**config.mk**
```make
export PLATFORM = sky130hd
export DESIGN_NAME = imul_mac
export DESIGN_NICKNAME = d
export VERILOG_FILES = /design/src/rtl/imul_mac.sv
export SDC_FILE = /design/constraint.sdc
export NUM_CORES = 1
export LEC_CHECK = 0
export BUFFER_PORTS_ARGS = -buffer_cell sky130_fd_sc_hd__buf_2
export CAP_MARGIN = 40
export CORE_MARGIN = 3
export CORE_UTILIZATION = 42
export CTS_CLUSTER_DIAMETER = 100
export DETAILED_ROUTE_END_ITERATION = 6
export PLACE_DENSITY = 0.75
export RECOVER_POWER = 100
export SLEW_MARGIN = 20
export SYNTH_ARGS = -nofsm -noshare
export SYNTH_HDL_FRONTEND = slang
export SYNTH_SLANG_ARGS = --single-unit
```
**constraint.sdc**
```tcl
create_clock -name Clock -period 2.7 [get_ports Clock]
set_input_delay 0.54 -clock Clock [delete_from_list [all_inputs] [get_ports Clock]]
set_output_delay 0.54 -clock Clock [all_outputs]
set_load 0.02 [all_outputs]
```
**src/rtl/imul_mac.sv**
```systemverilog
// imul_mac: operand sequencer and dot-product accumulator around the 4x4
// combinational array multiplier IMUL.
//
// Operand pairs are accepted over a valid/ready handshake and registered onto
// the multiplier inputs (oA/oB). The product returned on iProduct is added to
// the accumulator one edge later. After COUNT products the sum is held on oSum
// with oValid=1 until the downstream takes it with iReady.
//
// Build option:
//   IMUL_MAC_SATURATE_EN  - when defined, a carry out of the accumulator
//                           clamps oSum to all-ones for the rest of the
//                           result; when undefined the sum wraps.
module imul_mac #(
    parameter int ACC_WIDTH = 12,   // 8..16
    parameter int COUNT     = 4     // 1..15
) (
    input  logic                 Clock,
    input  logic                 Reset,
    input  logic                 iValid,
    output logic                 oReady,
    input  logic [3:0]           iA,
    input  logic [3:0]           iB,
    output logic [3:0]           oA,
    output logic [3:0]           oB,
    input  logic [7:0]           iProduct,
    output logic [ACC_WIDTH-1:0] oSum,
    output logic                 oValid,
    input  logic                 iReady,
    output logic                 oOverflow
);

    // Operand pair as held on the multiplier inputs.
    typedef struct packed {
        logic [3:0] a;
        logic [3:0] b;
    } opnd_t;

    typedef enum logic [1:0] {
        RUN   = 2'd0,
        DRAIN = 2'd1,
        OUT   = 2'd2
    } state_t;

    // in_cnt value at which the next accept is the final one of the result.
    localparam logic [3:0] LAST_CNT = 4'(COUNT - 1);

    state_t               state, state_nxt;
    opnd_t                opnd_q;
    logic [3:0]           in_cnt;
    logic                 mul_v;
    logic                 accept;
    logic                 xfer;
    logic [ACC_WIDTH:0]   sum_ext;
    logic [ACC_WIDTH-1:0] acc_nxt;

    assign accept = iValid & oReady;
    assign xfer   = (state == OUT) & iReady;

    // State register.
    always_ff @(posedge Clock or negedge Reset) begin
        if (!Reset) state <= RUN;
        else        state <= state_nxt;
    end

    // Next-state: the last accept goes through one DRAIN cycle so its
    // product is in the sum before the result is presented.
    always_comb begin
        state_nxt = state;
        case (state)
            RUN:     if (accept && in_cnt == LAST_CNT) state_nxt = DRAIN;
            DRAIN:   state_nxt = OUT;
            OUT:     if (iReady) state_nxt = RUN;
            default: state_nxt = RUN;
        endcase
    end

    // Handshake outputs are pure decodes of the state register.
    always_comb begin
        oReady = 1'b0;
        oValid = 1'b0;
        case (state)
            RUN:     oReady = 1'b1;
            OUT:     oValid = 1'b1;
            default: ;
        endcase
    end

    // Operand register and accept counter; mul_v marks that iProduct this
    // cycle belongs to a freshly accepted pair.
    always_ff @(posedge Clock or negedge Reset) begin
        if (!Reset) begin
            opnd_q <= '0;
            in_cnt <= '0;
            mul_v  <= 1'b0;
        end else begin
            mul_v <= accept;
            if (accept) begin
                opnd_q <= '{a: iA, b: iB};
                in_cnt <= in_cnt + 4'd1;
            end else if (xfer) begin
                in_cnt <= '0;
            end
        end
    end

    assign oA = opnd_q.a;
    assign oB = opnd_q.b;

    // One extra bit catches the carry out of the accumulator.
    assign sum_ext = {1'b0, oSum} + {{(ACC_WIDTH - 7){1'b0}}, iProduct};

    // Wrap or clamp the accumulated value.
    always_comb begin
`ifdef IMUL_MAC_SATURATE_EN
        if (sum_ext[ACC_WIDTH] || oOverflow) acc_nxt = '1;
        else                                 acc_nxt = sum_ext[ACC_WIDTH-1:0];
`else
        acc_nxt = sum_ext[ACC_WIDTH-1:0];
`endif
    end

    // Accumulator and sticky overflow; cleared when the result is taken.
    // mul_v is never set in OUT, so accumulate and clear cannot collide.
    always_ff @(posedge Clock or negedge Reset) begin
        if (!Reset) begin
            oSum      <= '0;
            oOverflow <= 1'b0;
        end else if (xfer) begin
            oSum      <= '0;
            oOverflow <= 1'b0;
        end else if (mul_v) begin
            oSum <= acc_nxt;
            if (sum_ext[ACC_WIDTH]) oOverflow <= 1'b1;
        end
    end

endmodule
```
[Word-level counts from Yosys, hierarchy flattened]
Cells that the tools add are included.
Word-level totals
  register bits: 28
  input bits: 20
  output and inout port bits: 23
  word-level logic and storage cells: 35
Cells by class
  add/sub/neg operators: 2
  eq/ne operators: 5
  muxes and demuxes: 12
  bitwise gates (word level): 2
  reductions and logical operators: 7
Operators with widths (count)
  2-to-1 mux 12 bit: 2
  adder 12 x 8 -> 13 bit: 1
  2-to-1 mux 4 bit: 2
  case mux 2 bit (3 select lines): 1
  nonzero test 2 bit: 3
  2-to-1 mux 1 bit: 5
  adder 4 x 1 -> 4 bit, second input constant: 1
  == test 4 x 2 -> 1 bit, second input constant: 1
  2-to-1 mux 2 bit: 2
  != test 2 bit, second input constant: 2
  AND reduction 2 bit: 2
  AND 1 bit: 2
  == test 2 x 1 -> 1 bit, second input constant: 1
  == test 2 bit, second input constant: 1
  logical NOT 2 bit: 1
  logical AND 1 bit: 1

[Longest topological paths before layout]
Gate-level depths: netlist (run 1).
  word-level depth: 6
  gate-level depth with buffers: 7
  mapped depth without buffers: 7

[Worst setup path before layout (run 1)]
Ideal clock, no wire load.
  kind: input-to-reg
  start point: input port iProduct[0]
  end point: register oSum[8]
  library setup time: 0.132 ns
  data arrival time: 1.730 ns
  required time: 2.568 ns
  slack: 0.838 ns
  stages: 7
  buffers on the path: 0
  cell sequence: ha_1 -> fa_1 -> nand3_1 -> a211oi_2 -> o21ai_0 -> xor2_1 -> nor2_1
Between the ends
  cells in the longest elaborated chain, start to end: 3
Ends and longest elaborated chain
  from (decl): line 25  | input logic [7:0] iProduct,
  adder 12 x 8 -> 13 bit: line 110  | assign sum_ext = {1'b0, oSum} + {{(ACC_WIDTH - 7){1'b0}}, iProduct};
  2-to-1 mux 12 bit: line 131  | end else if (mul_v) begin
  2-to-1 mux 12 bit: line 128  | end else if (xfer) begin
  to (signal assigned): line 132  | oSum <= acc_nxt;
  to (decl): line 26  | output logic [ACC_WIDTH-1:0] oSum,
No other way between the ends. The select of a mux whose other input is x is not followed.
A chain may end at the register's enable or synchronous reset.

[Final worst setup path (run 1)]
  start point: register oSum[1]
  end point: register oSum[7]
Between the ends
  cells in the longest elaborated chain, start to end: 3
Ends and longest elaborated chain (line)
  adder 12 x 8 -> 13 bit: 110
  2-to-1 mux 12 bit: 131
  2-to-1 mux 12 bit: 128
No other way between the ends. The select of a mux whose other input is x is not followed.

==> key figures, run 1 <==
Floorplanning
  – Die Width: ~64 um
  – Number of ports placed on the die boundary: 43
  – Floorplan die area: 4150 sq um
  – Initial core utilization: 45.5%
  – Area of the core: ~3200 sq um
  – Die Span Y: 64.5 um
  – Row count: 20

Power and ir drop
  – Peak ir drop on the vdd network: 0.533 mV
  – Net switching component of the power: 0.938 mW
  – Leakage power figure: just over 0.8 nW
  – Ratio of total power to cell area: 1200 nW/um^2
  – Clock network fraction of total power: 13.6%
  – Sequential fraction of design power: 37.2%
  – Switch share: 45.7%
  – Design Power: 2.05 mW
  – Part of the total power dissipated in combinational logic: 49.2%
  – Power Internal: 1.11 mW

Clock tree
  – Root buffer cell: sky130_fd_sc_hd__clkbuf_4
  – TritonCTS Sinks: 28
  – Clock Pin Slew Worst Setup and Hold Paths: roughly 0.16 ns
  – Worst-skew pair later-pin latency: 0.33 ns
  – CTS H-tree lvls: 1
  – Gates resized, CTS repair: 0
  – TritonCTS clock tree: done
  – Number of buffers created by CTS: 3
  – CTS max path bufs: 2
  – Hold buffers post-CTS: 0
  – Number of setup buffers added after CTS: 0

Layout
  – Share of post-route cells with drive strength above 1: 12.4%
  – Final layout net count: 224
  – Final design area excluding fillers: 1700 sq um
  – Diodes inserted: 0
  – Area growth syn-to-layout: 18.7%
  – Final Instance Count excl. Fillers: 237
  – Count of fill cells added during filler insertion: 321
  – Multi-input combinational cell area: a little over 700 sq um
  – Footprint of the flip-flops and latches: 701 sq um

Synthesis
  – Area fraction in compound gates after synthesis: 11.9%
  – Cell variety after synth: 31
  – Main combinational cell family by area after synthesis: simple AND/OR/NAND/NOR gates
  – Cell type with the highest aggregate area in the netlist: sky130_fd_sc_hd__dfrtp_1
  – Syn Std Cell Area: between 1000 and 1500 sq um
  – Dominant synthesized flop cell: sky130_fd_sc_hd__dfrtp_1
  – Sequential-to-total area share from yosys stat: between 40% and 50%
  – Share of cell area taken by muxes after synthesis: 4.27%
  – Yosys warns: 0
  – Mean instance size in the synthesized netlist: 9.50 sq um
  – #FFs+latches synth: 28
  – Proportion of synthesized flip-flops having asynchronous set or reset: 100%
  – Post-synth net total: ~180
  – Most used standard cell by instance count after synthesis: sky130_fd_sc_hd__nand2_1
  – Gate count of the mapped netlist: about 150
  – Xor and xnor fraction of the mapped netlist area: between 4 and 5%
  – Cell types with the highest counts after synthesis: 34 x sky130_fd_sc_hd__nand2_1, 28 x sky130_fd_sc_hd__dfrtp_1, 14 x sky130_fd_sc_hd__nor2_1
  – Biggest area contributors in the synthesized netlist: sky130_fd_sc_hd__dfrtp_1 49%, sky130_fd_sc_hd__nand2_1 8.9%, sky130_fd_sc_hd__ha_1 7.8%
  – Area fraction in and, or, nand and nor cells after synthesis: 19.5%
  – Number of enable-type register cells in the synthesized netlist: 0
  – Synth top area share: 48.8%
  – Adder and majority gate portion of the synthesized area: 9.24%

Critical path
  – WP data required: 2.91 ns
  – WP data arrival: about 2.2 ns
  – Stage delay of the slowest cell on the critical path: 0.45 ns
  – Crit-path max FO: 4
  – Critical Path Start Type: register
  – Critical-path top delay cell: sky130_fd_sc_hd__dfrtp_1
  – Worst setup path start: oSum[1]
  – Setup Crit Path Kind: reg -> reg
  – Critical register-to-register path startpoint: oSum[1]
  – Chain of cells forming the critical path: ha_1 > a211oi_1 > o21ai_0 > a31oi_1 > xor2_1 > a21oi_1
  – Sort of element at the end of the critical path: register

Timing
  – Max transition margin: 3.44%
  – RSZ-0062 raised after global routing: no
  – Setup Skew: 0.00858 ns
  – Period utilization: about three quarters
  – Fmax: 505 MHz
  – Shortest clock period the worst path allows after layout: 1.98 ns
  – Final Hold Viols: 0
  – Setup TNS: 0 ns
  – Final number of setup-violating endpoints: 0
  – Number of pins exceeding their max-slew limit in the final report: 0
  – Transition time at the pin with the least slew margin: between 1 and 1.5 ns

Detailed routing
  – Via count normalized by instance count: 5.15
  – Pre-Repair DR Iteration Count: 4
  – Final wirelength: roughly 3000 um
  – DRC Markers: 0
  – Post-DR wirelength/cell: 12.6 um
  – Post-route ant nets: 0
  – Initial detailed-routing violation count: between 60 and 70
  – Number of vias after detailed routing: 1221

Placed design
  – Number of input and output port buffers inserted: 42
  – Routability cong.: 0.859
  – Placed cell areas: 1690 sq um
  – DP Wirelength: 2180 um
  – DP Cell Count: 233

Job
  – Number of maximum-capacitance constraint violations: 0

Hold path
  – Path category of the worst min-delay check: in -> reg
  – Worst Hold Launch: iA[3]

Status
  – Outcome: finished clean

GRT
  – GRT overflow: 0
  – Number of antenna violations at the first check in global routing: 0
  – Via count of the first global-routing pass: 1147
  – GRT Resource Usage Total: 15.1%
  – Pin count of the biggest net entering global routing: 29
  – Wire length of the first global-routing pass: 5020 um
==> critical path: cells and delay by family, from the launching register on <==
family	cells	cell delay, ns
fa+ha+maj	1	0.29
flops	1	0.45
xor+xnor	1	0.18
compound gates	4	0.94
==> sequential cells by signal, summed over array words and instances (netlist names) <==
name and cells:
oOverflow 1, state 2, oA 4, in_cnt 4, mul_v 1, oSum 12
oB 4
==> per-layer routing <==
| layer | global-route usage, % | up-vias | wire (um) |
|---|---|---|---|
| met5 | 0 | - | 0 |
| met4 | 1.85 | 0 | 17 |
| met3 | 3.99 | 2 | 208 |
| met2 | 27.3 | 41 | 1420 |
| met1 | 18.3 | 572 | 1330 |
| li1 | - | 606 | - |
==> cell usage in the layout, fill, tap and decap left out, types with 3 or more instances in the layout <==
cell                       count
sky130_fd_sc_hd__a211oi_1      4
sky130_fd_sc_hd__a21oi_1       6
sky130_fd_sc_hd__buf_2        18
sky130_fd_sc_hd__clkbuf_1     24
sky130_fd_sc_hd__clkbuf_4      3
sky130_fd_sc_hd__dfrtp_1      28
sky130_fd_sc_hd__ha_1          9
sky130_fd_sc_hd__mux2i_1       5
sky130_fd_sc_hd__nand2_1      34
sky130_fd_sc_hd__nand3_1       7
sky130_fd_sc_hd__nor2_1       14
sky130_fd_sc_hd__nor3_1        4
sky130_fd_sc_hd__o21ai_0      11
sky130_fd_sc_hd__xor2_1        7
==> stage by stage <==
stage / setup slack [ns] / hold WS (ns) / util (%)
6_report: 0.721 / 0.389 / 54.0
5_1_grt: 0.594 / 0.378 / 54.0
4_1_cts: 0.750 / 0.199 / 55.1
3_5_place_dp: 0.517 / 0.440 / 53.5
3_3_place_gp: 0.618 / 0.436 / 53.5
2_1_floorplan: 0.838 / 0.244 / -
==> layout make-up <==
class | count | share of cell area [%]
Sequential cell | 28 | 41.1
Tap cell | 44 | 3.23
Timing Repair Buffer | 42 | 10.6
Inverter | 1 | 0.220
Clock buffer | 3 | 1.32
Multi-Input combinational cell | 118 | 41.7
Clock inverter | 1 | 1.76
==> logic make-up after synthesis <==
group           count (synthesis)
mux                             6
xor+xnor                        8
buf+inv                         5
simple gates                   66
flops                          28
compound gates                 28
fa+ha+maj                      10
==> worst paths after layout <==
path / to / slack [ns] / depth (start not counted)
worst max-delay path: oSum[7] / 0.72 / 6
worst min-delay path: oA[3] / 0.39 / 3
worst max register to register: oSum[7] / 0.72 / 6
worst min register to register: state[0] / 0.46 / 1
max in group asynchronous: state[0] / 1.34 / 1
min in group asynchronous: oSum[2] / 0.51 / 1
==> power by group through the flow <==
stage | Combinational, mW | Clock, mW | Sequential, mW
after floorplan | 0.603 | 0 | 0.905
after global routing | 1.12 | 0.305 | 0.795
after detailed placement | 1.06 | 0 | 0.764
final | 1.01 | 0.278 | 0.763
after global placement | 1.03 | 0 | 0.762
after CTS | 1.06 | 0.285 | 0.758
Power figures use the tool's default switching activity.
==> run 2, diff against run 1 <==
clock period = 1.9 ns   (was 2.7 ns; I/O delays follow)
==> key figures, run 2 (synthesized netlist as in run 1, its figures left out) <==
Clock tree
  – Worst-skew pair later-pin latency: 0.33 ns (about the same)
  – Clock Pin Slew Worst Setup and Hold Paths: 0.16 ns (about the same)
  – Root buffer cell: sky130_fd_sc_hd__clkbuf_4 (unchanged)
  – CTS H-tree lvls: 1 (unchanged)
  – Hold buffers post-CTS: 0 (unchanged)
  – Number of buffers created by CTS: 3 (unchanged)
  – TritonCTS Sinks: 28 (unchanged)
  – CTS max path bufs: 2 (unchanged)
  – TritonCTS clock tree: done (unchanged)

Floorplanning
  – Floorplan die area: 4150 sq um (unchanged)
  – Die Width: 64.5 um (unchanged)
  – Area of the core: 3150 sq um (unchanged)
  – Row count: 20 (unchanged)
  – Number of ports placed on the die boundary: 43 (unchanged)
  – Die Span Y: 64.5 um (unchanged)
  – Initial core utilization: 45.5% (unchanged)

GRT
  – GRT Resource Usage Total: 15.8% (was 15.1%)
  – Global-route met2 utilization: 27.4% (was 27.3%)
  – Via count of the first global-routing pass: 1212 (was 1147)
  – Busiest layer in global routing: met2 (unchanged)
  – Number of antenna violations at the first check in global routing: 0 (unchanged)
  – Met1 GRT Util: 19.9% (was 18.3%)
  – GRT overflow: 0 (unchanged)
  – Met3 GRT Util: 3.99% (unchanged)
  – Wire length of the first global-routing pass: 5240 um (was 5020 um)
  – Pin count of the biggest net entering global routing: 29 (unchanged)

Critical path
  – Critical-path top delay cell: sky130_fd_sc_hd__dfrtp_1 (unchanged)
  – Stage delay of the slowest cell on the critical path: 0.44 ns (was 0.45 ns)
  – Sort of element at the end of the critical path: register (unchanged)
  – Cell count of the worst reg-to-reg path: 7 (was 6)
  – Reg-to-reg critical path endpoint: oSum[10] (was oSum[7])
  – Family of cells with the greatest summed delay on the critical path: simple AND/OR/NAND/NOR gates (was compound AO/OA/AOI/OAI gates)
  – Critical register-to-register path startpoint: oSum[0] (was oSum[1])
  – R2r setup slk: 0.11 ns (was 0.72 ns)
  – Chain of cells forming the critical path: ha_4 > fa_2 > nand3_4 > a211oi_2 > nor2_1 > or3_1 > a21oi_2 (was ha_1 > a211oi_1 > o21ai_0 > a31oi_1 > xor2_1 > a21oi_1)
  – Crit-path max FO: 3 (was 4)
  – WP data required: 2.17 ns (was 2.91 ns)
  – Setup Crit Path Kind: reg -> reg (unchanged)
  – Critical Path Start Type: register (unchanged)
  – Buffers plus inverters on the worst setup path: 0 (unchanged)
  – WP data arrival: 2.06 ns (was 2.19 ns)

Placed design
  – DP Wirelength: 2200 um (was 2180 um)
  – Number of input and output port buffers inserted: 42 (unchanged)
  – DP Cell Count: 238 (was 233)
  – Post-Place Setup Slack: -0.116 ns (was 0.517 ns)
  – Routability cong.: 0.886 (was 0.859)

Status
  – Outcome: finished clean (unchanged)

Timing
  – RSZ-0062 raised after global routing: no (unchanged)
  – Fmax: 559 MHz (was 505 MHz)
  – Period utilization: 94.1% (was 73.3%)
  – Setup Skew: 0.0127 ns (was 0.00858 ns)
  – Shortest clock period the worst path allows after layout: 1.79 ns (was 1.98 ns)
  – Setup TNS: 0 ns (unchanged)
  – Final number of setup-violating endpoints: 0 (unchanged)
  – Fin worst setup slack: 0.112 ns (was 0.721 ns)
  – Transition time at the pin with the least slew margin: 1.46 ns (was 1.45 ns)
  – Max transition margin: 2.99% (was 3.44%)
  – Number of pins exceeding their max-slew limit in the final report: 0 (unchanged)
  – Final Hold Viols: 0 (unchanged)

Layout
  – Final Instance Count excl. Fillers: 244 (was 237)
  – Share of post-route cells with drive strength above 1: 20.5% (was 12.4%)
  – Area growth syn-to-layout: 27.4% (was 18.7%)
  – Flip-flop count of the largest register after layout: 12 (unchanged)
  – Final core occ: 58.0% (was 54.0%)
  – Final layout net count: 231 (was 224)
  – Diodes inserted: 0 (unchanged)
  – Commonest non-fill, non-tap cell in the layout: sky130_fd_sc_hd__nand2_1 (unchanged)
  – Largest reg by FF count: oSum (unchanged)
  – Commonest cells after routing, fill and taps aside: 34 x sky130_fd_sc_hd__nand2_1, 28 x sky130_fd_sc_hd__dfrtp_1, 24 x sky130_fd_sc_hd__clkbuf_1 (unchanged)

Detailed routing
  – Number of vias after detailed routing: 1234 (was 1221)
  – Post-route ant nets: 0 (unchanged)
  – Post-DR wirelength/cell: 13.1 um (was 12.6 um)
  – Initial detailed-routing violation count: 119 (was 69)
  – Final wirelength: 3200 um (was 2980 um)
  – DRC Markers: 0 (unchanged)
  – Pre-Repair DR Iteration Count: 4 (unchanged)
  – Via count normalized by instance count: 5.06 (was 5.15)

Job
  – Number of maximum-capacitance constraint violations: 0 (unchanged)

Hold path
  – Worst Hold End: oA[2] (was oA[3])
  – Number of cells on the worst hold path: 3 (unchanged)
  – Path category of the worst min-delay check: in -> reg (unchanged)
  – Worst Hold Launch: iA[2] (was iA[3])

Power and ir drop
  – Leakage power figure: 0.861 nW (was 0.827 nW)
  – Peak ir drop on the vdd network: 0.700 mV (was 0.533 mV)
  – Design Power: 3.12 mW (was 2.05 mW)
  – Ratio of total power to cell area: 1710 nW/um^2 (was 1200 nW/um^2)
[run 2: metal layers]
metal,vias to the layer above,wire [um]
met5,-,0
met3,4,180
met4,0,24
met1,573,1410
met2,39,1580
li1,618,-
[run 2: final cells by class]
type / instances / area [sq um]
fill: 310 / 1330
clock inverter: 1 / 30.0
clock buffer: 3 / 22.5
sequential: 28 / 701
timing repair buffer: 49 / 233
inverter: 1 / 3.75
tap: 44 / 55.1
multi-input combinational: 118 / 783
[run 2: worst max-delay path by stage]
stage	from	to	slack [ns]	cells past startpoint
final	oSum[0]	oSum[10]	0.11	7
after global routing	oSum[0]	oSum[10]	0.01	7
after CTS	oSum[0]	oSum[10]	0.04	7
after detailed placement	iProduct[1]	oSum[7]	-0.12	7
after global placement	iProduct[1]	oSum[7]	-0.008	7
after floorplan	oSum[1]	oSum[7]	0.09	6
[run 2: report_power, final]
group | switching (mW) | internal, mW
combinational | 0.995 | 0.651
sequential | 0.238 | 0.852
clock | 0.176 | 0.213
total | 1.41 | 1.72
[run 2: worst reg2reg max path, cell delays in order, from the launching register on]
cell,delay (ns)
sky130_fd_sc_hd__dfrtp_1,0.44
sky130_fd_sc_hd__ha_4,0.18
sky130_fd_sc_hd__fa_2,0.23
sky130_fd_sc_hd__nand3_4,0.08
sky130_fd_sc_hd__a211oi_2,0.26
sky130_fd_sc_hd__nor2_1,0.10
sky130_fd_sc_hd__or3_1,0.33
sky130_fd_sc_hd__a21oi_2,0.13
[run 2: repair_timing]
action                                  4_1_cts  5_1_grt
endpoints found under the setup margin        1        5
endpoints found under the hold margin         0        0
pin swaps                                     0        5
setup buffers                                 0        2
cloned                                        0        0
gates resized for setup                       1       14
[run 2: per-stage QoR]
| step | hold slack (ns) | cell area [sq um] |
|---|---|---|
| 2_1_floorplan | 0.0844 | 1440 |
| 3_3_place_gp | 0.431 | 1720 |
| 3_5_place_dp | 0.434 | 1720 |
| 4_1_cts | 0.0426 | 1780 |
| 5_1_grt | 0.222 | 1830 |
| 6_report | 0.235 | 1830 |
